[config.mk]
export PLATFORM = sky130hd
export DESIGN_NAME = shift_deser_flat
export DESIGN_NICKNAME = d
export VERILOG_FILES = /design/src/rtl/shift_deser_if.sv /design/src/rtl/shift_deser.sv /design/src/flat_wrapper.sv
export SDC_FILE = /design/constraint.sdc
export NUM_CORES = 1
export LEC_CHECK = 0
export BUFFER_PORTS_ARGS = -buffer_cell sky130_fd_sc_hd__buf_4
export CAP_MARGIN = 10
export CELL_PAD_IN_SITES_DETAIL_PLACEMENT = 1
export CELL_PAD_IN_SITES_GLOBAL_PLACEMENT = 2
export CORE_MARGIN = 3
export CORE_UTILIZATION = 30
export CTS_BUF_LIST = sky130_fd_sc_hd__clkbuf_4 sky130_fd_sc_hd__clkbuf_8 sky130_fd_sc_hd__clkbuf_16
export CTS_CLUSTER_SIZE = 14
export DETAILED_ROUTE_END_ITERATION = 7
export GPL_TIMING_DRIVEN = 0
export PLACE_DENSITY_LB_ADDON = 0.1
export SLEW_MARGIN = 20
export SYNTH_ARGS = -nofsm -noshare
export SYNTH_HDL_FRONTEND = slang
export SYNTH_SLANG_ARGS = --single-unit
[constraint.sdc]
create_clock -name clk -period 3.7 [get_ports clk]
set_input_delay 0.555 -clock clk [delete_from_list [all_inputs] [get_ports clk]]
set_output_delay 0.555 -clock clk [all_outputs]
set_load 0.01 [all_outputs]
[src/rtl/shift_deser_if.sv]
// Bundle of the serial-input and parallel-output signals of the shift_deser receiver.
// master: the side that drives serial bits and consumes words. slave: the receiver.
interface shift_deser_if #(
   parameter int WIDTH = 8,
   parameter int CNT_W = 3
);
   logic             enable;
   logic             serial_in;
   logic             serial_valid;
   logic             msb_first;
   logic             clear;
   logic             data_ready;
   logic [WIDTH-1:0] data_out;
   logic             data_valid;
   logic             overrun;
   logic [CNT_W-1:0] bit_count;

   modport master (
      output enable, serial_in, serial_valid, msb_first, clear, data_ready,
      input  data_out, data_valid, overrun, bit_count
   );

   modport slave (
      input  enable, serial_in, serial_valid, msb_first, clear, data_ready,
      output data_out, data_valid, overrun, bit_count
   );
endinterface

[src/rtl/shift_deser.sv]
// Serial-in, parallel-out receiver: assembles WIDTH-bit words one bit per accepted
// cycle (MSB- or LSB-first, order latched at the first bit) and presents each word
// on a held output with a valid/ready handshake and a sticky overrun flag.
module shift_deser #(
   parameter int WIDTH = 8,
   parameter int CNT_W = 3
) (
   input  logic           clk,
   input  logic           reset,
   shift_deser_if.slave   bus
);

   typedef enum logic [0:0] {
      ST_IDLE = 1'b0,
      ST_RECV = 1'b1
   } state_t;

   localparam logic [CNT_W-1:0] LAST_CNT = CNT_W'(WIDTH - 1);
   localparam logic [CNT_W-1:0] ONE_CNT  = CNT_W'(1);

   state_t           state_q, state_d;
   logic             order_q, order_d;
   logic [WIDTH-1:0] sr_q, sr_d;
   logic [CNT_W-1:0] cnt_q, cnt_d;
   logic [WIDTH-1:0] dout_q, dout_d;
   logic             dvalid_q, dvalid_d;
   logic             ovr_q, ovr_d;

   logic             accept_s;
   logic             order_s;
   logic [WIDTH-1:0] shifted_s;

   assign accept_s = bus.enable & bus.serial_valid & ~bus.clear;

   // Shift-register image after taking serial_in, using the order in force for this bit.
   always_comb begin
      order_s   = order_q;
      shifted_s = sr_q;
      if (state_q == ST_IDLE) begin
         order_s = bus.msb_first;
      end else begin
         order_s = order_q;
      end
      if (order_s) begin
         shifted_s = {sr_q[WIDTH-2:0], bus.serial_in};
      end else begin
         shifted_s = {bus.serial_in, sr_q[WIDTH-1:1]};
      end
   end

   // Next-state logic: bit assembly, word completion, holding stage and overrun.
   always_comb begin
      state_d  = state_q;
      order_d  = order_q;
      sr_d     = sr_q;
      cnt_d    = cnt_q;
      dout_d   = dout_q;
      dvalid_d = dvalid_q;
      ovr_d    = ovr_q;

      // Consumer handshake is independent of enable and clear.
      if (dvalid_q && bus.data_ready) begin
         dvalid_d = 1'b0;
      end else begin
         dvalid_d = dvalid_q;
      end

      if (bus.clear) begin
         // Abort the partial word; the holding stage is left alone.
         state_d = ST_IDLE;
         sr_d    = {WIDTH{1'b0}};
         cnt_d   = {CNT_W{1'b0}};
         ovr_d   = 1'b0;
      end else if (accept_s) begin
         case (state_q)
            ST_IDLE: begin
               order_d = bus.msb_first;
               sr_d    = shifted_s;
               cnt_d   = ONE_CNT;
               state_d = ST_RECV;
            end
            ST_RECV: begin
               sr_d = shifted_s;
               if (cnt_q == LAST_CNT) begin
                  cnt_d   = {CNT_W{1'b0}};
                  state_d = ST_IDLE;
                  // A word may load if the stage is empty or drains this same cycle.
                  if (!dvalid_q || bus.data_ready) begin
                     dout_d   = shifted_s;
                     dvalid_d = 1'b1;
                  end else begin
                     ovr_d = 1'b1;
                  end
               end else begin
                  cnt_d = cnt_q + ONE_CNT;
               end
            end
            default: begin
               state_d = ST_IDLE;
               cnt_d   = {CNT_W{1'b0}};
            end
         endcase
      end else begin
         // No accepted bit: partial word stays frozen.
         state_d = state_q;
         cnt_d   = cnt_q;
      end
   end

   // State and output registers with asynchronous reset.
   always_ff @(posedge clk or posedge reset) begin
      if (reset) begin
         state_q  <= ST_IDLE;
         order_q  <= 1'b0;
         sr_q     <= {WIDTH{1'b0}};
         cnt_q    <= {CNT_W{1'b0}};
         dout_q   <= {WIDTH{1'b0}};
         dvalid_q <= 1'b0;
         ovr_q    <= 1'b0;
      end else begin
         state_q  <= state_d;
         order_q  <= order_d;
         sr_q     <= sr_d;
         cnt_q    <= cnt_d;
         dout_q   <= dout_d;
         dvalid_q <= dvalid_d;
         ovr_q    <= ovr_d;
      end
   end

   assign bus.data_out   = dout_q;
   assign bus.data_valid = dvalid_q;
   assign bus.overrun    = ovr_q;
   assign bus.bit_count  = cnt_q;

endmodule
[src/flat_wrapper.sv]
// flat-port wrapper written by rule: the top's interface ports become plain ports
module shift_deser_flat 
#(
   parameter int WIDTH = 8,
   parameter int CNT_W = 3
)
  (clk, reset, bus_enable, bus_serial_in, bus_serial_valid, bus_msb_first, bus_clear, bus_data_ready, bus_data_out, bus_data_valid, bus_overrun, bus_bit_count);
  shift_deser_if #(.WIDTH(WIDTH), .CNT_W(CNT_W)) bus_i ();
  input  logic clk;
  input  logic reset;
  input wire logic [$bits(bus_i.enable)-1:0] bus_enable;
  input wire logic [$bits(bus_i.serial_in)-1:0] bus_serial_in;
  input wire logic [$bits(bus_i.serial_valid)-1:0] bus_serial_valid;
  input wire logic [$bits(bus_i.msb_first)-1:0] bus_msb_first;
  input wire logic [$bits(bus_i.clear)-1:0] bus_clear;
  input wire logic [$bits(bus_i.data_ready)-1:0] bus_data_ready;
  output wire logic [$bits(bus_i.data_out)-1:0] bus_data_out;
  output wire logic [$bits(bus_i.data_valid)-1:0] bus_data_valid;
  output wire logic [$bits(bus_i.overrun)-1:0] bus_overrun;
  output wire logic [$bits(bus_i.bit_count)-1:0] bus_bit_count;
  assign bus_i.enable = bus_enable;
  assign bus_i.serial_in = bus_serial_in;
  assign bus_i.serial_valid = bus_serial_valid;
  assign bus_i.msb_first = bus_msb_first;
  assign bus_i.clear = bus_clear;
  assign bus_i.data_ready = bus_data_ready;
  assign bus_data_out = bus_i.data_out;
  assign bus_data_valid = bus_i.data_valid;
  assign bus_overrun = bus_i.overrun;
  assign bus_bit_count = bus_i.bit_count;
  shift_deser #(.WIDTH(WIDTH), .CNT_W(CNT_W)) u_core (.clk(clk), .reset(reset), .bus(bus_i));
endmodule
; ---- Yosys cells after proc, flatten, opt, wreduce, memory -nomap -nowiden
; Cells that the tools add are included.
[op_classes]
n_addsub = 1
n_eq_ne = 2
muxes = 23
n_bitwise = 4
reduce_logical = 9
[ops]
columns = op, count
row1 = two-way mux 8 bit, 3
row2 = two-way mux 1 bit, 15
row3 = two-way mux 3 bit, 3
row4 = case mux 3 bit (2 select lines), 1
row5 = nonzero test 2 bit, 3
row6 = AND reduction 5 bit, 1
row7 = AND reduction 4 bit, 1
row8 = "adder 3 x 1 -> 3 bit, second input constant", 1
row9 = "== test 3 bit, second input constant", 1
row10 = bitwise AND 1 bit, 2
row11 = "inequality test 2 bit, second input constant", 1
row12 = inverter 1 bit, 2
row13 = case mux 1 bit (2 select lines), 1
row14 = AND reduction 2 bit, 1
row15 = logical AND 1 bit, 1
row16 = logical NOT 1 bit, 1
row17 = logical OR 1 bit, 1
[word_totals]
ff_bits = 23
out_inout_bits = 13
word_cells = 46

; ---- Longest topological paths before layout
[depth]
word_depth = 7
mapped_depth = 6
ltp_nobuf = 5

; ---- Worst setup path after synthesis
; Ideal clock, no wire load.
[synth_timing]
kind = input port to flip-flop
start = input port bus_clear
end = register u_core.dout_q[0] (netlist: u_core.bus.data_out[0])
setup_time_ns = 0.125
t_arrival_ns = 1.509
slack_ns = 2.066
stages = 4
path_buffers = 1
path_cell_list = nand3b_1 > nor3b_1 > buf_2 > mux2_4
[synth_via]
elab_chain_cells = 3
[synth_lines]
columns = item, line
row1 = "start, declared", flat_wrapper.sv:15  ; input wire logic [$bits(bus_i.clear)-1:0] bus_clear;
row2 = inverter 1 bit (no source line) *, --
row3 = bitwise AND 1 bit, shift_deser.sv:33  ; assign accept_s = bus.enable & bus.serial_valid & ~bus.clear;
row4 = AND reduction 5 bit (no source line) *, --
row5 = "end signal, assigned", shift_deser.sv:117  ; dout_q <= {WIDTH{1'b0}};
row6 = "end signal, assigned", shift_deser.sv:125  ; dout_q <= dout_d;
row7 = "end, declared", shift_deser.sv:25  ; logic [WIDTH-1:0] dout_q, dout_d;
; Every way passes the cells marked *; elsewhere a longest branch is shown, timed or not.
; A chain may end at the register's enable or synchronous reset.

; ---- Final worst setup path
[layout_timing]
start = register u_core.cnt_q[0] (netlist: u_core.bus.bit_count[0])
end = register u_core.dout_q[2] (netlist: u_core.bus.data_out[2])
[layout_via]
elab_chain_cells = 2
[layout_lines]
columns = item, line
row1 = "start, declared", shift_deser.sv:24  ; logic [CNT_W-1:0] cnt_q, cnt_d;
row2 = "start signal, assigned", shift_deser.sv:116  ; cnt_q <= {CNT_W{1'b0}};
row3 = "start signal, assigned", shift_deser.sv:124  ; cnt_q <= cnt_d;
row4 = == test 3 bit, shift_deser.sv:84  ; if (cnt_q == LAST_CNT) begin
row5 = AND reduction 5 bit (no source line), --
; No other way between the ends.

==> flow_summary.json <==
{
  "worst_slew_pin_slew_ns": 0.899,
  "utilization_pct": 40.3,
  "antenna_found_initial": 0,
  "hold_violations": 0,
  "leakage_nw": 0.648,
  "synth_edf_count": 0,
  "swShare_pct": 25.6,
  "h-tree-depth": 1,
  "power_switching_uw": 110,
  "synth_compound_area_share_pct": 11.8,
  "pwr-share-comb_pct": 10.8,
  "reg2reg_depth": 6,
  "timing.rr.end": "u_core.bus.data_out[2]",
  "yosys-mux-area-fraction_pct": 22.0,
  "max_stage_delay_ns": 0.42,
  "ys_types": 21,
  "syn_avg_cell_area_sq_um": 13.6,
  "synth-xor-area-share_pct": 0,
  "crit_type": "flop to flop",
  "ys.flop_type": "dfrtp_1",
  "fin_skew_ns": 0.00682,
  "syn_nets": 88,
  "via_per_inst": 4.77,
  "drc": 0,
  "power_frac_seq_pct": 61.0,
  "layout-drive-gt1-share_pct": 42.2,
  "path_clk_slew_ns": 0.13,
  "p_int_uw": 319,
  "num_antenna_cells": 0,
  "synthAdderAreaFrac_pct": 2.36,
  "drt.antenna.violating_nets": 0,
  "min_period_ns": 1.81,
  "path_max_fanout": 8,
  "hold_buffers": 0,
  "cts-resized-gates": 0,
  "irDropWorstVdd_uv": 171,
  "root_buffer": "clkbuf_4",
  "cts_tree": "built",
  "max_freq_mhz": 554,
  "relSlewSlack_pct": 40.0,
  "synthSimpleGateAreaFrac_pct": 5.44,
  "placed_cells_incl_taps": 142,
  "crit_top_cell": "ha_1",
  "worstSetupStartpointType": "flop",
  "netlist.area_leader.share_pct": 54.4,
  "post-synth-top-area-cell": "dfrtp_1",
  "yosysSeqAreaShare_pct": 54.4,
  "cts_inserted_buffers": 3,
  "cp_slowest_cell": "dfrtp_1",
  "yosys-top-cells-count": "dfrtp_1, mux2_4, a22o_2, mux2i_1, nand2_1",
  "synth_top_family_by_area": "multiplexers",
  "p_clk_share_pct": 28.2,
  "arrival_ns": 2.02,
  "drt_iter0_markers": 35,
  "routedWlPerCell_um": 14.7,
  "ys_ff_latch": 23,
  "die_x_um": 65.4,
  "grt_max_degree": 24,
  "gp_congestion": 0.655,
  "initial_utilization_pct": 33.0,
  "finalSetupViolCount": 0,
  "power.total_uw": 429,
  "rsz0062_at_grt": "false",
  "grt_pass1_wl_um": 3600,
  "netlist_instances": 78,
  "ys_async_sr_fraction_pct": 100,
  "syn-cell-area_sq_um": 1060,
  "outcome": "finished clean",
  "core.rowCount": 20,
  "dr_total_vias": 696,
  "yosysWarnings": 0,
  "hold_path_class": "input pin to async pin",
  "die_h_um": 65.4,
  "instances_no_fill": 146,
  "place_hpwl_um": 1520,
  "clk_latency_ns": 0.32,
  "fillCellCount": 365,
  "cts.sinks": 23,
  "path_cells": "ha_1 > ha_1 > nand2_1 > nor3b_1 > buf_2 > mux2_4",
  "dieArea_sq_um": 4280,
  "yosysMostFrequentCell": "dfrtp_1",
  "r2r-start": "u_core.bus.bit_count[0]",
  "grt_overflow": 0,
  "first_pass_iters": 4,
  "syn_to_final_growth_pct": 22.0,
  "port_buffers": 20,
  "grt_pass1_vias": 740,
  "crit_path_end_kind": "flop",
  "cts_setup_buffers": 0,
  "post-route-period-util_pct": 48.8,
  "cts_buffer_depth": 2,
  "coreArea_sq_um": 3200,
  "pin_count": 21,
  "slew_violations": 0,
  "tns_ns": 0,
  "globalRouteTotalUtil_pct": 11.3,
  "r2r_slack_ns": 1.89,
  "powerDensity_nw_per_um2": 332,
  "ys_top_cells_by_area": "dfrtp_1, mux2_4, a22o_2, mux2i_1, ha_1",
  "drt-total-wl_um": 2140,
  "nets": 113,
  "max_cap_viol_count": 0,
  "worstPathRequired_ns": 3.92
}
-- through the flow --
step,hold WS (ns),setup slack [ns],cell area (sq um)
6_report,0.414,1.89,1290
3_3_place_gp,0.472,1.76,1260
3_5_place_dp,0.493,1.75,1260
5_1_grt,0.422,1.75,1290
2_1_floorplan,0.450,2.07,1060
4_1_cts,0.421,1.88,1290
-- kinds of logic (layout without fill, tap and decap cells) --
| logic type | after synthesis | after routing |
|---|---|---|
| buffers and inverters | 9 | 33 |
| AND/OR/NAND/NOR | 11 | 11 |
| AO/OA/AOI/OAI | 16 | 16 |
| adder cells (fa/ha/maj) | 2 | 2 |
| flip-flops | 23 | 23 |
| multiplexers | 17 | 17 |
-- cell type report --
class	instances	area, sq um	share of cell area (%)
plain buffers	4	23.8	1.84
clock buffers	3	22.5	1.74
clock inverters	1	5.00	0.388
inverters	5	18.8	1.45
multi-input cells	46	440	34.1
flip-flops and latches	23	576	44.6
well taps	44	55.1	4.26
repair buffers	20	150	11.6
-- placed cells by master, fill, tap and decap left out, types with 3 or more instances in the layout --
cell type | Yosys | routed
mux2i_1 | 6 | 6
dfrtp_1 | 23 | 23
mux2_4 | 10 | 10
buf_4 | 0 | 20
a22o_2 | 6 | 6
o21ai_0 | 5 | 5
inv_1 | 5 | 5
nand2_1 | 6 | 6
clkbuf_4 | 0 | 3
-- flip-flops by register name, indices dropped and copies added (netlist names) --
name                   count
u_core.bus.bit_count       3
u_core.bus.data_out        8
u_core.bus.data_valid      1
u_core.bus.overrun         1
u_core.order_q             1
u_core.sr_q                8
u_core.state_q             1
-- critical path: cells and delay by family, from the launching register on --
| family | cells | cell delay [ns] |
|---|---|---|
| fa+ha+maj | 2 | 0.37 |
| simple gates | 2 | 0.27 |
| mux | 1 | 0.33 |
| buf+inv | 1 | 0.31 |
| flops | 1 | 0.42 |
-- how the worst max path moves through the flow --
stage | end | cells past startpoint | startpoint | slack, ns
floorplan | u_core.bus.data_out[0] | 4 | bus_clear | 2.07
global placement | u_core.bus.data_out[0] | 5 | bus_clear | 1.76
detailed placement | u_core.bus.data_out[2] | 5 | bus_clear | 1.75
CTS | u_core.bus.data_out[2] | 6 | u_core.bus.bit_count[0] | 1.88
global route | u_core.bus.data_out[0] | 6 | u_core.bus.bit_count[0] | 1.75
finish | u_core.bus.data_out[2] | 6 | u_core.bus.bit_count[0] | 1.89
-- routing by layer --
layer  track usage, %  share of wire, %  up-vias
li1                 -                 -      330
met1             15.1                49      350
met2             17.1                46       14
met3             3.59               4.2        2
met4             3.89              0.89        0
met5                0                 0        -
-- power by group through the flow --
stage          Sequential (mW)  Clock [mW]  Combinational (mW)
2_1_floorplan            0.267           0              0.0289
3_3_place_gp             0.266           0              0.0465
3_5_place_dp             0.267           0              0.0475
4_1_cts                  0.262       0.129              0.0475
5_1_grt                  0.263       0.143              0.0516
6_report                 0.262       0.121              0.0462
(Power assumes the default switching activity.)
